<file path="config.mk">
export PLATFORM = sky130hd
export DESIGN_NAME = debounce_sync
export DESIGN_NICKNAME = d
export VERILOG_FILES = /design/src/rtl/debounce_pkg.sv /design/src/rtl/debounce_sync_chain.sv /design/src/rtl/debounce_sync.sv
export SDC_FILE = /design/constraint.sdc
export NUM_CORES = 1
export LEC_CHECK = 0
export CAP_MARGIN = 20
export CORE_MARGIN = 2
export CORE_UTILIZATION = 50
export DETAILED_ROUTE_END_ITERATION = 10
export HOLD_SLACK_MARGIN = 0.05
export MAX_ROUTING_LAYER = met4
export PLACE_DENSITY = 0.66
export SETUP_SLACK_MARGIN = 0.4
export SLEW_MARGIN = 0
export SYNTH_ARGS = -nofsm -noshare
export SYNTH_HDL_FRONTEND = slang
export SYNTH_SLANG_ARGS = --single-unit
</file>
<file path="constraint.sdc">
create_clock -name clk -period 3.1 [get_ports clk]
set_input_delay 0.62 -clock clk [delete_from_list [all_inputs] [get_ports clk]]
set_output_delay 0.62 -clock clk [all_outputs]
set_load 0.01 [all_outputs]
</file>
<file path="src/rtl/debounce_pkg.sv">
// Shared state encoding and parameter defaults for the debounce_sync block.
package debounce_pkg;

  typedef enum logic {
    STABLE   = 1'b0,
    COUNTING = 1'b1
  } state_e;

  localparam int SYNC_STAGES_DEF     = 2;
  localparam int DEBOUNCE_CYCLES_DEF = 1000;
  localparam int CNT_W_DEF           = 16;

endpackage

</file>
<file path="src/rtl/debounce_sync_chain.sv">
// Async-input synchronizer: SYNC_STAGES flops, no enable, no backpressure.
// dout reflects din SYNC_STAGES clk edges later.
module sync_chain
  import debounce_pkg::*;
#(
  parameter int SYNC_STAGES = SYNC_STAGES_DEF
) (
  input  logic clk,
  input  logic rstn,
  input  logic din,
  output logic dout
);

  logic [SYNC_STAGES-1:0] sync_q;

  always_ff @(posedge clk or negedge rstn) begin
    if (!rstn) begin
      sync_q <= '0;
    end else begin
      sync_q <= {sync_q[SYNC_STAGES-2:0], din};
    end
  end

  assign dout = sync_q[SYNC_STAGES-1];

endmodule

</file>
<file path="src/rtl/debounce_sync.sv">
// Synchronize + debounce a raw pin; q moves SYNC_STAGES+DEBOUNCE_CYCLES enabled edges after din, no backpressure.
// Optional registered rise/fall strobes when EDGE_DETECT_EN is defined.
module debounce_sync
  import debounce_pkg::*;
#(
  parameter int SYNC_STAGES     = SYNC_STAGES_DEF,
  parameter int DEBOUNCE_CYCLES = DEBOUNCE_CYCLES_DEF,
  parameter int CNT_W           = CNT_W_DEF
) (
  input  logic clk,
  input  logic rstn,
  input  logic din,
  input  logic en,
  output logic q,
  output logic qn,
  output logic busy
`ifdef EDGE_DETECT_EN
  ,
  output logic rise,
  output logic fall
`endif
);

  localparam longint unsigned CNT_SPAN = 64'd1 << CNT_W;
  localparam logic [CNT_W-1:0] CNT_ONE  = CNT_W'(1);
  localparam logic [CNT_W-1:0] CNT_DONE = CNT_W'(DEBOUNCE_CYCLES);

  if (SYNC_STAGES < 2 || SYNC_STAGES > 4) begin : g_bad_sync
    $error("debounce_sync: SYNC_STAGES must be 2..4");
  end
  if (DEBOUNCE_CYCLES < 1) begin : g_bad_cycles
    $error("debounce_sync: DEBOUNCE_CYCLES must be >= 1");
  end
  if (longint'(DEBOUNCE_CYCLES) >= CNT_SPAN) begin : g_bad_cnt_w
    $error("debounce_sync: CNT_W too narrow for DEBOUNCE_CYCLES");
  end

  logic             s;
  state_e           state_q, state_d;
  logic [CNT_W-1:0] cnt_q, cnt_d;
  logic             q_q, q_d;

  sync_chain #(
    .SYNC_STAGES(SYNC_STAGES)
  ) u_sync (
    .clk (clk),
    .rstn(rstn),
    .din (din),
    .dout(s)
  );

  always_comb begin
    state_d = state_q;
    cnt_d   = cnt_q;
    q_d     = q_q;
    if (en) begin
      case (state_q)
        STABLE: begin
          if (s != q_q) begin
            // A one-cycle qualification window commits straight from STABLE.
            if (CNT_ONE == CNT_DONE) begin
              q_d = s;
            end else begin
              state_d = COUNTING;
              cnt_d   = CNT_ONE;
            end
          end
        end
        COUNTING: begin
          if (s == q_q) begin
            state_d = STABLE;
            cnt_d   = '0;
          end else if (cnt_q + CNT_ONE == CNT_DONE) begin
            q_d     = s;
            state_d = STABLE;
            cnt_d   = '0;
          end else begin
            cnt_d = cnt_q + CNT_ONE;
          end
        end
        default: begin
          state_d = STABLE;
          cnt_d   = '0;
        end
      endcase
    end
  end

  always_ff @(posedge clk or negedge rstn) begin
    if (!rstn) begin
      state_q <= STABLE;
      cnt_q   <= '0;
      q_q     <= 1'b0;
    end else begin
      state_q <= state_d;
      cnt_q   <= cnt_d;
      q_q     <= q_d;
    end
  end

  assign q    = q_q;
  assign qn   = ~q_q;
  assign busy = (state_q == COUNTING);

`ifdef EDGE_DETECT_EN
  logic rise_q, fall_q;

  // Strobes share the edge on which q itself updates.
  always_ff @(posedge clk or negedge rstn) begin
    if (!rstn) begin
      rise_q <= 1'b0;
      fall_q <= 1'b0;
    end else begin
      rise_q <= q_d & ~q_q;
      fall_q <= ~q_d & q_q;
    end
  end

  assign rise = rise_q;
  assign fall = fall_q;
`endif

endmodule

</file>
Word level (Yosys, flattened, before mapping)
Cells that the tools add are included.

cells by class
  bitwise gates (word level) = 3
  multiplexer cells = 8
  $add $sub $neg = 1
  eq/ne operators = 4
  reductions and logical operators = 2

operators with widths
  cell                     number
  $mux W16                 3
  $pmux W16 S2             1
  $add A16 B1 Y16 const B  1
  $eq A16 B10 Y1 const B   1
  $reduce_and A4 Y1        1
  $mux W1                  3
  $not A1 Y1               3
  $ne A2 B2 Y1 const B     1
  $pmux W1 S2              1
  $reduce_and A2 Y1        1
  $eq A1 B1 Y1             1
  $ne A1 B1 Y1             1

storage, ports and cells
  flip-flop bits (word level) = 20
  word-level logic and storage cells = 22
  output and inout bits = 3
  input port bits = 4

Depth between registers and ports, before layout
  depth in word-level cells = 5
  depth in mapped cells = 7
  mapped depth without buffers = 7

Cells and area by module
A second synthesis with hierarchy kept.

unflattened totals
  cells, all modules = 137
  area, all modules = 1,209.9 um^2

by module, submodules not included
  module         area an instance (um^2)  seq. area each (um^2)  instances  cells each
  debounce_sync  1,159.9                  450.4                  1          135
  sync_chain     50.0                     50.0                   1          2

Worst setup path after synthesis
Ideal clock, no wire load.

  path type = register to register
  from = register cnt_q[7]
  to = register q_q, in the netlist q
  arrival = 2,068 ps
  cell stages (with the launch flop) = 8
  path slack = 907 ps
  data required time = 2,975 ps
  path buffers = 1
  period minus slack after synthesis = 2,193 ps
  setup time = 125 ps
  path through = dfrtp_1 buf_2 nand4_1 nor4_2 mux2_2 o31a_4 nor3_4 mux2_4

between the ends
  cells in the longest elaborated chain, start to end = 3

RTL lines
  item                                line                 text
  start, declared                     debounce_sync.sv:40  logic [CNT_W-1:0] cnt_q, cnt_d;
  start signal, assigned              debounce_sync.sv:96  cnt_q <= cnt_d;
  $add A16 B1 Y16                     debounce_sync.sv:73  end else if (cnt_q + CNT_ONE == CNT_DONE) begin
  $eq A16 B10 Y1                      debounce_sync.sv:73
  $reduce_and A4 Y1 (no source line)  --
  end signal, assigned                debounce_sync.sv:97  q_q <= q_d;
  end, declared                       debounce_sync.sv:41  logic q_q, q_d;

No other way between the ends.
A chain may end at the register's enable or synchronous reset.

Worst setup path in the final report
  from = register cnt_q[0]
  to = register q_q, in the netlist q

Same word-level chain as after synthesis.

==> flow_summary.toml <==
[setup_path]
cp.required_ns = 3.30
cp_num_buf_inv = 0
endpoint_kind = "register"
cp_slowest_cell = "dfrtp_1"
critical-path-top-delay-family = "simple AND/OR/NAND/NOR gates"
setup.worst_path.start_class = "register"
crit_chain = "ha_1 -> nand2_2 -> or3_4 -> a211oi_4 -> o211ai_4 -> nor3_4 -> mux2_4"
crit_arrival_ns = 2.61
critical_path_class = "register to register"
max_stage_delay_ns = 0.50
cp_max_fo = 8

[grt]
antenna_found_initial = 0
met2_usage_pct = 34.72
gr-max-usage-layer = "met2"
track_usage_pct = 23.36
gr-total-overflow = 0
use_met3_pct = 5.914
grt_pass1_wl_um = 4816
grt_max_degree = 21
use_met1_pct = 31.23
grt_pass1_vias = 1012

[layout]
syn_to_final_growth_pct = 8.725
drive_gt1_share_pct = 14.86
design_area_um2 = 1419
fin_nets = 154
diodes = 0

[timing]
clock-skew-final_ns = 0.01223
period_needed_ns = 2.413
hold_viol = 0
finalCritPeriodShare_pct = 77.85
relSlewSlack_pct = 38.92
worst_pin_slew_ns = 0.9066
setup_tns_ns = 0
finalSetupViolCount = 0
max_clock_freq_mhz = 414.3
drv_slew = 0
rsz0062_at_grt = "no"

[die]
die_h_um = 55.09
core_um2 = 2477
die_area_um2 = 3035
start_util_pct = 52.68
ios = 7
rows = 18
die_w_um = 55.09

[clocking]
cts.sinks = 20
clk_pin_slew_ns = 0.11
postCtsSetupBuffers = 0
clk_latency_ns = 0.31
ctsHoldBuffers = 0
cts_tree = "yes"
cts_resized = 0
numCtsBuffers = 3
ctsLongestPathBuffers = 2
cts-root-buf = "clkbuf_4"
cts_max_level = 1

[route]
drt_first_pass_iters = 4
vias_per_cell = 6.225
dr.first_iter.drc_count = 32
post_drt_wl_per_cell_um = 15.50
drc = 0
vias = 1108
ant_nets = 0
routed_wl_um = 2759

[pwr]
p_per_area_nw_per_um2 = 356.9
p_int_mw = 0.3678
p_clk_share_pct = 30.8
power.switching_mw = 0.1387
seq_power_share_pct = 57.6
leakage_nw = 0.5101
combPwrFrac_pct = 11.6
switching_share_pct = 27.38
ir_worst_vdd_uv = 297.6

[yosys]
syn-num-nets = 146
ys.flop_type = "dfrtp_1"
synth_top_area_share_pct = 38.35
synth-seq-cells = 20
yosysSeqAreaShare_pct = 38.35
netlist_top_cells_area = "dfrtp_1, nand2_1, nor2_1, o21ai_0, o211ai_1"
synth_area_leader_cell = "dfrtp_1"
async_reset_ff_share_pct = 100.0
synth_area_per_cell_um2 = 9.255
synth_edf_count = 0
syn-cell-area_um2 = 1305
syn_inst = 141
ys_types = 49
yosys_warnings = 0

[placement]
dpl.hpwl_um = 2032
post_dp_cell_area_um2 = 1383
io_buffers = 6
place_congestion = 0.9202

[run_status]
status = "complete, no violations"

[worst_hold_path]
hp-class = "register to register"

[job]
drv_cap = 0
==> registers in the layout (all words and copies together), names as in the netlist <==
signal and flops:
q 1, u_sync.sync_q 2, busy 1, cnt_q 16
==> routing by layer <==
| layer | vias up | wire length [um] |
|---|---|---|
| li1 | 536 | - |
| met1 | 519 | 1299 |
| met2 | 48 | 1259 |
| met3 | 5 | 166 |
| met4 | 0 | 32 |
| met5 | - | 0 |
==> cell families (layout without fill, tap and decap cells) <==
logic type,Yosys count,after routing,synth area share [%]
AOI/OAI and AO/OA,39,39,23.97
xor gates and xnor gates,4,4,2.685
adders and majority gates,1,1,0.9586
buffers and inverters,9,16,3.834
DFF,20,20,38.35
muxes,3,3,2.780
and+or+nand+nor,65,65,27.42
==> final cells by class <==
class / instances / area (um^2)
multi-input cells: 112 / 754.5
clock buffers: 4 / 36.28
repair buffers: 8 / 75.07
well taps: 30 / 37.54
flip-flops and latches: 20 / 500.5
inverters: 4 / 15.01
fillers: 223 / 1059
==> stage by stage <==
step	hold slack [ns]	util [%]	worst slack, ns	power [mW]	std cells
5_1_grt	0.3807	57.27	0.5350	0.5395	178
3_3_place_gp	0.3473	55.81	0.7567	0.3554	174
4_1_cts	0.3672	57.27	0.7021	0.5132	178
6_report	0.3609	57.27	0.6865	0.5065	178
3_5_place_dp	0.3403	55.81	0.7393	0.3565	174
2_1_floorplan	0.3244	-	0.9070	0.3291	141
==> cell usage in the layout (no fill, tap or decap), drive strengths merged, types with 4 or more instances in the layout <==
master         count
nor2              11
nor3               4
and2               4
nand4              4
o211ai             5
clkdlybuf4s50      6
dfrtp             20
nand3              6
clkbuf             4
inv                4
a21oi              5
o31ai              5
o21ai             11
nand2             24
==> final timing paths <==
| kind | start | to | slack, ns | cells past startpoint |
|---|---|---|---|---|
| max in group asynchronous | rstn | cnt_q[11] | 1.74 | 1 |
| min in group asynchronous | rstn | cnt_q[6] | 0.80 | 1 |
| max | cnt_q[0] | q | 0.69 | 7 |
| max reg2reg | cnt_q[0] | q | 0.69 | 7 |
| min reg2reg | u_sync.sync_q[0] | u_sync.sync_q[1] | 0.36 | 0 |
| min | u_sync.sync_q[0] | u_sync.sync_q[1] | 0.36 | 0 |
==> power by group through the flow <==
stage               clock network [mW]  logic (mW)  registers (mW)
finish                           0.156      0.0588           0.292
global route                     0.177      0.0672           0.295
detailed placement                   0      0.0604           0.296
floorplan                            0      0.0370           0.292
CTS                              0.162      0.0603           0.291
global placement                     0      0.0593           0.296
==> cells in the mapped netlist (2+ instances only) <==
| master | count |
|---|---|
| xnor2_1 | 3 |
| o31ai_1 | 4 |
| clkbuf_1 | 2 |
| nand3_1 | 4 |
| nand2_1 | 23 |
| nor3_1 | 3 |
| nor4_2 | 2 |
| o21ai_0 | 7 |
| nand2b_1 | 2 |
| nand4_1 | 4 |
| dfrtp_1 | 20 |
| and3_1 | 2 |
| and2_1 | 3 |
| nand3_2 | 2 |
| a31oi_1 | 2 |
| o211ai_1 | 4 |
| o21ai_1 | 3 |
| inv_1 | 4 |
| o221ai_1 | 2 |
| nor2_1 | 11 |
| buf_6 | 2 |
| a21oi_1 | 5 |
Note: power is estimated with default switching activity, not from simulation.
